## src/rtl/apb_decoder_pkg.sv

```systemverilog
// Shared types and default region map for the APB decoder slice.
package apb_pkg;

  typedef enum logic [1:0] {
    IDLE   = 2'd0,
    ACCESS = 2'd1,
    DERR   = 2'd2
  } apb_dec_state_t;

  localparam int DEF_NUM_SLAVES = 4;

  // Index 0 is the rightmost element: slave0 owns the 4 KiB page at address zero.
  localparam logic [3:0][31:0] DEF_SLV_BASE = {
    32'h3000_0000, 32'h2000_0000, 32'h1000_0000, 32'h0000_0000
  };
  localparam logic [3:0][31:0] DEF_SLV_MASK = {
    32'hFFFF_0000, 32'hFFFF_0000, 32'hFFFF_0000, 32'hFFFF_F000
  };

endpackage

```

## src/rtl/apb_if.sv

```systemverilog
// APB bus bundle; the decoder attaches through the Slave modport.
interface APB #(
  parameter int ADDR_WIDTH = 32,
  parameter int DATA_WIDTH = 32
);
  logic                    psel;
  logic                    penable;
  logic                    pwrite;
  logic [ADDR_WIDTH-1:0]   paddr;
  logic [2:0]              pprot;
  logic [DATA_WIDTH-1:0]   pwdata;
  logic [DATA_WIDTH/8-1:0] pstrb;
  logic [DATA_WIDTH-1:0]   prdata;
  logic                    pready;
  logic                    pslverr;

  modport Slave (
    input  psel, penable, pwrite, paddr, pprot, pwdata, pstrb,
    output prdata, pready, pslverr
  );

  modport Master (
    output psel, penable, pwrite, paddr, pprot, pwdata, pstrb,
    input  prdata, pready, pslverr
  );
endinterface

```

## src/rtl/apb_addr_match.sv

```systemverilog
// Combinational region match; lowest matching index wins on overlap.
module apb_addr_match
  import apb_pkg::*;
#(
  parameter int ADDR_WIDTH = 32,
  parameter int NUM_SLAVES = DEF_NUM_SLAVES,
  parameter logic [NUM_SLAVES-1:0][ADDR_WIDTH-1:0] SLV_BASE = DEF_SLV_BASE,
  parameter logic [NUM_SLAVES-1:0][ADDR_WIDTH-1:0] SLV_MASK = DEF_SLV_MASK
) (
  input  logic [ADDR_WIDTH-1:0] addr_i,
  output logic [NUM_SLAVES-1:0] hit_oh_o,
  output logic                  hit_any_o
);

  // Priority encode the region hits into a one-hot select.
  always_comb begin
    hit_oh_o  = '0;
    hit_any_o = 1'b0;
    for (int i = 0; i < NUM_SLAVES; i++) begin
      if (!hit_any_o && ((addr_i & SLV_MASK[i]) == SLV_BASE[i])) begin
        hit_oh_o[i] = 1'b1;
        hit_any_o   = 1'b1;
      end else begin
        hit_oh_o[i] = 1'b0;
      end
    end
  end

endmodule

```

## src/rtl/apb_decoder.sv

```systemverilog
// APB 1-to-N address decoder with decode-error responder.
// Optional access timeout enabled by defining APB_DECODER_TIMEOUT_EN.
module apb_decoder
  import apb_pkg::*;
#(
  parameter int ADDR_WIDTH     = 32,
  parameter int DATA_WIDTH     = 32,
  parameter int NUM_SLAVES     = DEF_NUM_SLAVES,
  parameter logic [NUM_SLAVES-1:0][ADDR_WIDTH-1:0] SLV_BASE = DEF_SLV_BASE,
  parameter logic [NUM_SLAVES-1:0][ADDR_WIDTH-1:0] SLV_MASK = DEF_SLV_MASK,
  parameter int TIMEOUT_CYCLES = 255
) (
  input  logic                             clk,
  input  logic                             rst_n,
  APB.Slave                                s_apb,
  output logic [NUM_SLAVES-1:0]            m_psel,
  output logic [ADDR_WIDTH-1:0]            m_paddr,
  output logic [2:0]                       m_pprot,
  output logic                             m_penable,
  output logic                             m_pwrite,
  output logic [DATA_WIDTH-1:0]            m_pwdata,
  output logic [DATA_WIDTH/8-1:0]          m_pstrb,
  input  logic [NUM_SLAVES*DATA_WIDTH-1:0] m_prdata,
  input  logic [NUM_SLAVES-1:0]            m_pready,
  input  logic [NUM_SLAVES-1:0]            m_pslverr,
  output logic                             decode_err_o,
  output logic                             timeout_o
);

  apb_dec_state_t          state_q, state_d;
  logic [NUM_SLAVES-1:0]   sel_q, sel_d;
  logic [NUM_SLAVES-1:0]   hit_oh_s;
  logic                    hit_any_s;
  logic                    setup_s;
  logic [DATA_WIDTH-1:0]   sel_prdata_s;
  logic                    sel_pready_s;
  logic                    sel_pslverr_s;
  logic [NUM_SLAVES-1:0]   msel_s;
  logic                    menable_s;
  logic                    resp_rdy_s;
  logic                    resp_err_s;
  logic [DATA_WIDTH-1:0]   resp_data_s;
  logic                    derr_s;

`ifdef APB_DECODER_TIMEOUT_EN
  localparam int CNT_W = $clog2(TIMEOUT_CYCLES + 1);
  logic [CNT_W-1:0] cnt_q, cnt_d;
  logic             tmo_s;
`endif

  apb_addr_match #(
    .ADDR_WIDTH (ADDR_WIDTH),
    .NUM_SLAVES (NUM_SLAVES),
    .SLV_BASE   (SLV_BASE),
    .SLV_MASK   (SLV_MASK)
  ) u_match (
    .addr_i    (s_apb.paddr),
    .hit_oh_o  (hit_oh_s),
    .hit_any_o (hit_any_s)
  );

  assign setup_s = s_apb.psel & ~s_apb.penable;

  // One-hot mux of the registered slave's response.
  always_comb begin
    sel_prdata_s  = '0;
    sel_pready_s  = 1'b0;
    sel_pslverr_s = 1'b0;
    for (int i = 0; i < NUM_SLAVES; i++) begin
      if (sel_q[i]) begin
        sel_prdata_s  = sel_prdata_s | m_prdata[i*DATA_WIDTH +: DATA_WIDTH];
        sel_pready_s  = sel_pready_s | m_pready[i];
        sel_pslverr_s = sel_pslverr_s | m_pslverr[i];
      end else begin
        sel_prdata_s  = sel_prdata_s;
      end
    end
  end

  // Next state, downstream select and upstream response.
  always_comb begin
    state_d     = state_q;
    sel_d       = sel_q;
    msel_s      = '0;
    menable_s   = 1'b0;
    resp_rdy_s  = 1'b0;
    resp_err_s  = 1'b0;
    resp_data_s = '0;
    derr_s      = 1'b0;
`ifdef APB_DECODER_TIMEOUT_EN
    cnt_d       = cnt_q;
    tmo_s       = 1'b0;
`endif
    case (state_q)
      IDLE: begin
        if (setup_s) begin
          msel_s  = hit_oh_s;
          sel_d   = hit_oh_s;
          state_d = hit_any_s ? ACCESS : DERR;
`ifdef APB_DECODER_TIMEOUT_EN
          cnt_d   = '0;
`endif
        end else begin
          sel_d   = '0;
        end
      end
      ACCESS: begin
        if (!s_apb.psel) begin
          state_d = IDLE;
          sel_d   = '0;
        end
`ifdef APB_DECODER_TIMEOUT_EN
        else if (s_apb.penable && (cnt_q == CNT_W'(TIMEOUT_CYCLES))) begin
          resp_rdy_s = 1'b1;
          resp_err_s = 1'b1;
          tmo_s      = 1'b1;
          state_d    = IDLE;
          sel_d      = '0;
        end
`endif
        else begin
          msel_s      = sel_q;
          menable_s   = s_apb.penable;
          resp_rdy_s  = sel_pready_s;
          resp_err_s  = sel_pslverr_s;
          resp_data_s = sel_prdata_s;
          if (s_apb.penable && sel_pready_s) begin
            state_d = IDLE;
            sel_d   = '0;
          end else begin
`ifdef APB_DECODER_TIMEOUT_EN
            if (s_apb.penable) begin
              cnt_d = cnt_q + CNT_W'(1);
            end else begin
              cnt_d = cnt_q;
            end
`endif
            state_d = ACCESS;
          end
        end
      end
      DERR: begin
        if (!s_apb.psel) begin
          state_d = IDLE;
          sel_d   = '0;
        end else if (s_apb.penable) begin
          resp_rdy_s = 1'b1;
          resp_err_s = 1'b1;
          derr_s     = 1'b1;
          state_d    = IDLE;
          sel_d      = '0;
        end else begin
          state_d    = DERR;
        end
      end
      default: begin
        state_d = IDLE;
        sel_d   = '0;
      end
    endcase
  end

  // State, captured select and wait counter.
  always_ff @(posedge clk or negedge rst_n) begin
    if (!rst_n) begin
      state_q <= IDLE;
      sel_q   <= '0;
`ifdef APB_DECODER_TIMEOUT_EN
      cnt_q   <= '0;
`endif
    end else begin
      state_q <= state_d;
      sel_q   <= sel_d;
`ifdef APB_DECODER_TIMEOUT_EN
      cnt_q   <= cnt_d;
`endif
    end
  end

  // Everything is held at zero while reset is asserted, even the broadcast path.
  assign m_psel        = rst_n ? msel_s       : '0;
  assign m_penable     = rst_n & menable_s;
  assign m_paddr       = rst_n ? s_apb.paddr  : '0;
  assign m_pprot       = rst_n ? s_apb.pprot  : 3'b000;
  assign m_pwrite      = rst_n & s_apb.pwrite;
  assign m_pwdata      = rst_n ? s_apb.pwdata : '0;
  assign m_pstrb       = rst_n ? s_apb.pstrb  : '0;
  assign s_apb.pready  = rst_n & resp_rdy_s;
  assign s_apb.pslverr = rst_n & resp_err_s;
  assign s_apb.prdata  = rst_n ? resp_data_s  : '0;
  assign decode_err_o  = rst_n & derr_s;
`ifdef APB_DECODER_TIMEOUT_EN
  assign timeout_o     = rst_n & tmo_s;
`else
  assign timeout_o     = 1'b0;
`endif

endmodule

```

## src/flat_wrapper.sv

```systemverilog
// flat-port wrapper written by rule: the top's interface ports become plain ports
module apb_decoder_flat import apb_pkg::*;
#(
  parameter int ADDR_WIDTH     = 32,
  parameter int DATA_WIDTH     = 32,
  parameter int NUM_SLAVES     = DEF_NUM_SLAVES,
  parameter logic [NUM_SLAVES-1:0][ADDR_WIDTH-1:0] SLV_BASE = DEF_SLV_BASE,
  parameter logic [NUM_SLAVES-1:0][ADDR_WIDTH-1:0] SLV_MASK = DEF_SLV_MASK,
  parameter int TIMEOUT_CYCLES = 255
)
  (clk, rst_n, m_psel, m_paddr, m_pprot, m_penable, m_pwrite, m_pwdata, m_pstrb, m_prdata, m_pready, m_pslverr, decode_err_o, timeout_o, s_apb_psel, s_apb_penable, s_apb_pwrite, s_apb_paddr, s_apb_pprot, s_apb_pwdata, s_apb_pstrb, s_apb_prdata, s_apb_pready, s_apb_pslverr);
  APB #(.ADDR_WIDTH(ADDR_WIDTH), .DATA_WIDTH(DATA_WIDTH)) s_apb_i ();
  input  logic clk;
  input  logic rst_n;
  output logic [NUM_SLAVES-1:0] m_psel;
  output logic [ADDR_WIDTH-1:0] m_paddr;
  output logic [2:0] m_pprot;
  output logic m_penable;
  output logic m_pwrite;
  output logic [DATA_WIDTH-1:0] m_pwdata;
  output logic [DATA_WIDTH/8-1:0] m_pstrb;
  input  logic [NUM_SLAVES*DATA_WIDTH-1:0] m_prdata;
  input  logic [NUM_SLAVES-1:0] m_pready;
  input  logic [NUM_SLAVES-1:0] m_pslverr;
  output logic decode_err_o;
  output logic timeout_o;
  input wire logic [$bits(s_apb_i.psel)-1:0] s_apb_psel;
  input wire logic [$bits(s_apb_i.penable)-1:0] s_apb_penable;
  input wire logic [$bits(s_apb_i.pwrite)-1:0] s_apb_pwrite;
  input wire logic [$bits(s_apb_i.paddr)-1:0] s_apb_paddr;
  input wire logic [$bits(s_apb_i.pprot)-1:0] s_apb_pprot;
  input wire logic [$bits(s_apb_i.pwdata)-1:0] s_apb_pwdata;
  input wire logic [$bits(s_apb_i.pstrb)-1:0] s_apb_pstrb;
  output wire logic [$bits(s_apb_i.prdata)-1:0] s_apb_prdata;
  output wire logic [$bits(s_apb_i.pready)-1:0] s_apb_pready;
  output wire logic [$bits(s_apb_i.pslverr)-1:0] s_apb_pslverr;
  assign s_apb_i.psel = s_apb_psel;
  assign s_apb_i.penable = s_apb_penable;
  assign s_apb_i.pwrite = s_apb_pwrite;
  assign s_apb_i.paddr = s_apb_paddr;
  assign s_apb_i.pprot = s_apb_pprot;
  assign s_apb_i.pwdata = s_apb_pwdata;
  assign s_apb_i.pstrb = s_apb_pstrb;
  assign s_apb_prdata = s_apb_i.prdata;
  assign s_apb_pready = s_apb_i.pready;
  assign s_apb_pslverr = s_apb_i.pslverr;
  apb_decoder #(.ADDR_WIDTH(ADDR_WIDTH), .DATA_WIDTH(DATA_WIDTH), .NUM_SLAVES(NUM_SLAVES), .SLV_BASE(SLV_BASE), .SLV_MASK(SLV_MASK), .TIMEOUT_CYCLES(TIMEOUT_CYCLES)) u_core (.clk(clk), .rst_n(rst_n), .s_apb(s_apb_i), .m_psel(m_psel), .m_paddr(m_paddr), .m_pprot(m_pprot), .m_penable(m_penable), .m_pwrite(m_pwrite), .m_pwdata(m_pwdata), .m_pstrb(m_pstrb), .m_prdata(m_prdata), .m_pready(m_pready), .m_pslverr(m_pslverr), .decode_err_o(decode_err_o), .timeout_o(timeout_o));
endmodule
```

## config.mk

```make
export PLATFORM = sky130hd
export DESIGN_NAME = apb_decoder_flat
export DESIGN_NICKNAME = d
export VERILOG_FILES = /design/src/rtl/apb_decoder_pkg.sv /design/src/rtl/apb_if.sv /design/src/rtl/apb_addr_match.sv /design/src/rtl/apb_decoder.sv /design/src/flat_wrapper.sv
export SDC_FILE = /design/constraint.sdc
export NUM_CORES = 1
export LEC_CHECK = 0
export ABC_AREA = 1
export BUFFER_PORTS_ARGS = -buffer_cell sky130_fd_sc_hd__buf_4
export CORE_AREA = 2 2 125 127
export DETAILED_ROUTE_END_ITERATION = 8
export DIE_AREA = 0 0 127 129
export PLACE_DENSITY = 0.51
export SYNTH_ARGS = -nofsm -noshare
export SYNTH_HDL_FRONTEND = slang
export SYNTH_SLANG_ARGS = --single-unit
```

## constraint.sdc

```tcl
create_clock -name clk -period 3.85 [get_ports clk]
set_input_delay 0.5775 -clock clk [delete_from_list [all_inputs] [get_ports clk]]
set_output_delay 0.5775 -clock clk [all_outputs]
set_load 0.005 [all_outputs]
```

* Yosys cells after proc, flatten, opt, wreduce, memory -nomap -nowiden
Index checks and enable logic that the tools add are counted.
** Word-level totals
- Flip-flop bits (word level) :: 6
** Operators by class
- Equal/unequal tests :: 8
- Mux-type cells :: 51
- Bitwise gates (word level) :: 16
- Reduce and logical (&&, ||, !) cells :: 10
** Operators by type and width (count)
- 2-to-1 mux 32 bit :: 9
- bitwise OR 32 bit :: 3
- equality test 16 x 14 -> 1 bit (second input constant) :: 2
- logical NOT 32 bit :: 1
- 2-to-1 mux 4 bit :: 8
- 2-to-1 mux 1 bit :: 23
- equality test 16 x 13 -> 1 bit (second input constant) :: 1
- case mux 4 bit (3 select lines) :: 1
- 2-to-1 mux 2 bit :: 5
- case mux 4 bit (2 select lines) :: 1
- AND 1 bit :: 6
- bitwise OR 1 bit :: 6
- case mux 2 bit (3 select lines) :: 1
- logical AND 1 bit :: 4
- case mux 1 bit (2 select lines) :: 2
- logical NOT 1 bit :: 3
- 2-to-1 mux 3 bit :: 1
- != test 3 x 2 -> 1 bit (second input constant) :: 1
- != test 3 bit (second input constant) :: 1
- equality test 2 x 1 -> 1 bit (second input constant) :: 1
- equality test 2 bit (second input constant) :: 1
- logical NOT 2 bit :: 1
- != test 2 x 1 -> 1 bit (second input constant) :: 1
- AND reduction 2 bit :: 1
- NOT 1 bit :: 1

* Longest topological paths before layout
- Word-level depth :: 14
- Depth in mapped cells :: 10
- Mapped depth without buffers :: 10

* Hierarchy
Synthesis repeated with hierarchy kept, for this count alone.
** Unflattened totals
- Cells, all modules :: 463
- Area total of the unflattened synthesis :: 2469.9 µm²
** By module, submodules not included
- apb_decoder :: instances 1, cells each 423, area each 2270.9 µm²
- apb_addr_match :: instances 1, cells each 40, area each 198.9 µm²

* Worst setup path before layout
Ideal clock, no wire load.
- Path kind :: input port to output port
- Start point :: in s_apb_paddr[22]
- End point :: out m_psel[0]
- Arrival :: 1294 ps
- Data required time :: 3273 ps
- Path slack :: 1979 ps
- Stages on the path :: 7
- Path through :: nor2_1 > nand2_1 > nor2_4 > nand3_2 > nor3_2 > inv_1 > a21oi_1
** On the way
- Cells in the longest elaborated chain, start to end :: 5
** Ends and longest elaborated chain
- start, declared :: RTL line flat_wrapper.sv:30 : input wire logic [$bits(s_apb_i.paddr)-1:0] s_apb_paddr;
- logical NOT 32 bit :: RTL line apb_addr_match.sv:20 : if (!hit_any_o && ((addr_i & SLV_MASK[i]) == SLV_BASE[i])) begin
- 2-to-1 mux 1 bit :: RTL line apb_addr_match.sv:20
- 2-to-1 mux 4 bit :: RTL line apb_decoder.sv:96 : if (setup_s) begin
- case mux 4 bit (2 select lines) :: RTL line apb_decoder.sv:94 : case (state_q)
- 2-to-1 mux 4 bit :: RTL line apb_decoder.sv:181 : assign m_psel = rst_n ? msel_s : '0;
- end, declared :: RTL line flat_wrapper.sv:15 : output logic [NUM_SLAVES-1:0] m_psel;
No other way between the ends.

* Worst setup path in the final report
- Start point :: reg u_core.state_q[1]
- End point :: out s_apb_prdata[22]
** On the way
- Cells in the longest elaborated chain, start to end :: 3
** Ends and longest elaborated chain
- start, declared :: RTL line apb_decoder.sv:30 : apb_dec_state_t state_q, state_d;
- start signal, assigned :: RTL line apb_decoder.sv:172 : state_q <= state_d;
- equality test 2 x 1 -> 1 bit :: RTL line apb_decoder.sv:94
- 2-to-1 mux 32 bit :: RTL line apb_decoder.sv:94
- 2-to-1 mux 32 bit :: RTL line apb_decoder.sv:190 : assign s_apb.prdata = rst_n ? resp_data_s : '0;
- end, declared :: RTL line flat_wrapper.sv:34 : output wire logic [$bits(s_apb_i.prdata)-1:0] s_apb_prdata;
No other way between the ends.

==> run summary <==
sequential fraction of the synthesis area: 0.06693
Final WS setup: 0.9841 ns
met3 routed WL: 1203 microns
Netlist Area Pre-Place: 2243 sq um
CTS tree: done
crit start category: flip-flop
remaining global-route overflow: 0
FF+latch area: 152.6 sq um
CP Cell Sequence: inv_1, ha_1, nand2_1, inv_1, nand2_1, buf_4, nor2_1, buf_4
Final period util: 0.7444
PwrDens: 127.6 nW/um^2
Max Buffers Root-to-Sink: 2
Max Cap Viol: 0
Post-DP HPWL: 11,120 microns
crit path buf inv count: 4
Worst-Skew Late Latency: 0.23 ns
Final setup viols: 0
RSZ-0062 raised after global routing: no
Int Power: 0.4247 mW
DRT Wirelength: 13,390 microns
final net count: 905
First-pass DRT Iterations: 5
CTS resizes: 0
Least-Margin Pin Slew: 1.091 ns
total die area: 16,380 sq um
Post-CTS Setup Inserts: 0
Vias: 3,669
Placeable Area: 14,980 sq um
crit-path max cell delay: 0.53 ns
P_sw: 0.1960 mW
Setup crit end kind: output pin
wire length on met1: 5184 microns
Yosys cell types: 27
Synthesis Warnings: 0
primary flip-flop cell chosen by synthesis mapping: dfrtp_1
critical path type: reg2out
Clock Skew: 0.002530 ns
combinational share of power: 0.589
status: completed
ratio of cells with drive above 1 in the final layout: 0.5422
Top Family by Delay on Critical Path: buffers and inverters
final core utilization: 0.3247
hold_ws: 0.5194 ns
Die Ht: 129 microns
Starting Density: 0.1498
vias in the first global route: 3,532
Initial DRC Count: 112
area delta synth->final: 116.8%
Max Slew Vio Count: 0
number of antenna violations at the first check in global routing: 0
#FFs+latches synth: 6
FILL cells: 1,709
slowest library cell on the worst path: nand2_1
Port Buffer Count: 323
Num CTS Buffers: 3
met2 wire length: 6884 microns
Final Hold Viols: 0
GR Util All Layers: 0.1447
Flop pwr share: 0.119
I/O pins: 325
Post-synth EDFFs: 0
first-pass GRT wire length: 18,640 microns
Async SR Flop Fraction: 1.000
Post-Syn Instances: 384
cell with the most instances after synthesis: nand2_1
setup tns final: 0 ns
Reg clk slew, reported paths: 0.04 ns
Net Sw Frac: 0.3158
die width: 127 microns
VDD IR max: 0.1093 mV
WL/cell: 15.28 microns
Hold Buf Count CTS: 0
Synth area leader: nand2_1
vias per cell: 4.188
leakage: 2.924 nW
htree depth: 1
# clock sinks: 6
post-placement worst setup slack: 1.146 ns
mean area per synthesized cell: 5.842 sq um
Post-synth top cells: 109 x nand2_1, 86 x inv_1, 58 x nor2_1
HP Class: in2async
Critical Path AT: 2.29 ns
pin count of the biggest net entering global routing: 81
synth top area cells: nand2_1 18%, a221oi_2 18%, inv_1 14%
syn_nets: 600
minimum clock period: 2.866 ns
share of the synthesized area in the top cell type: 0.1824
WP data required: 3.27 ns
antenna cell count: 0
footprint of the multi-input gates: 1608 sq um
Slew headroom: 0.2728
FP Rows: 45
DRC violations left: 0
f_max: 0.3489 GHz
clock power share: 0.291
uppermost layer routed: met4
CP Max Fanout: 22
Root Driver: clkbuf_16
Post-DRT Antenna Nets: 0
Final Wtd Congestion: 0.7775
-- layer usage --
| layer | vias to the layer above | global-route usage |
|---|---|---|
| met5 | - | 0 |
| met4 | 0 | 0.02392 |
| met3 | 6 | 0.03617 |
| met2 | 203 | 0.2751 |
| met1 | 1623 | 0.1659 |
| li1 | 1837 | - |
-- final cells by class --
class / instances / share of cell area
clock buffers: 4 / 0.01621
well taps: 188 / 0.04837
inverters: 87 / 0.06715
multi-input cells: 263 / 0.3306
flip-flops and latches: 6 / 0.03139
repair buffers: 328 / 0.5063
-- metrics by stage --
stage | cell area (sq um) | instances | total power, mW
after global placement | 4785 | 872 | 0.4446
after floorplan | 2243 | 384 | 0.1817
final | 4863 | 876 | 0.6207
after global routing | 4863 | 876 | 0.6694
after detailed placement | 4785 | 872 | 0.4444
after CTS | 4863 | 876 | 0.6300
-- sequential cells by signal, indices dropped and copies added (netlist names) --
signal and count:
u_core.state_q 2, u_core.sel_q 4
-- power groups by stage --
stage          Combinational [mW]  Sequential (mW)  Clock, mW
3_3_place_gp                0.370           0.0749          0
4_1_cts                     0.372           0.0743      0.184
6_report                    0.366           0.0741      0.181
2_1_floorplan               0.107           0.0743          0
5_1_grt                     0.403           0.0754      0.191
3_5_place_dp                0.369           0.0752          0
-- worst reg2reg max path, cell delays in order (launching register included) --
cell,delay (ns)
dfrtp_1,1.05
nand2_1,0.16
nand3_2,0.11
a21oi_2,0.06
o21ai_2,0.23
o21ai_2,0.13
nand2_1,0.08
o21ai_1,0.08
-- cell usage in the layout (no fill, tap or decap), drive strengths merged --
cell type / n
dfrtp: 6
conb: 1
nor3: 4
ha: 4
a22o: 32
o21bai: 1
o21ai: 5
a21oi: 6
buf: 328
nor2: 60
clkbuf: 4
nand3b: 1
nand2: 111
nand4: 4
nand3: 2
a221oi: 32
inv: 87
-- worst paths after layout --
path | from | depth (start not counted) | slack, ns | to
worst max-delay path | u_core.state_q[1]$_DFFE_PN0P_ | 8 | 0.98 | s_apb_prdata[22]
worst min-delay path | rst_n | 2 | 0.52 | u_core.state_q[1]$_DFFE_PN0P_
worst max register to register | u_core.sel_q[0]$_DFFE_PN0P_ | 7 | 1.83 | u_core.sel_q[0]$_DFFE_PN0P_
worst min register to register | u_core.state_q[1]$_DFFE_PN0P_ | 2 | 0.53 | u_core.state_q[1]$_DFFE_PN0P_
max in group asynchronous | rst_n | 2 | 2.75 | u_core.sel_q[3]$_DFFE_PN0P_
min in group clk | u_core.state_q[1]$_DFFE_PN0P_ | 2 | 0.53 | u_core.state_q[1]$_DFFE_PN0P_
-- cell families (layout without fill, tap and decap cells) --
group,after synthesis,count (layout),synth area share
fa+ha+maj,4,4,0.02231
buf+inv,115,419,0.2164
flops,6,6,0.06693
simple gates,182,182,0.3346
other cells,1,1,0.001672
compound gates,76,76,0.3581
(Power assumes the default switching activity.)
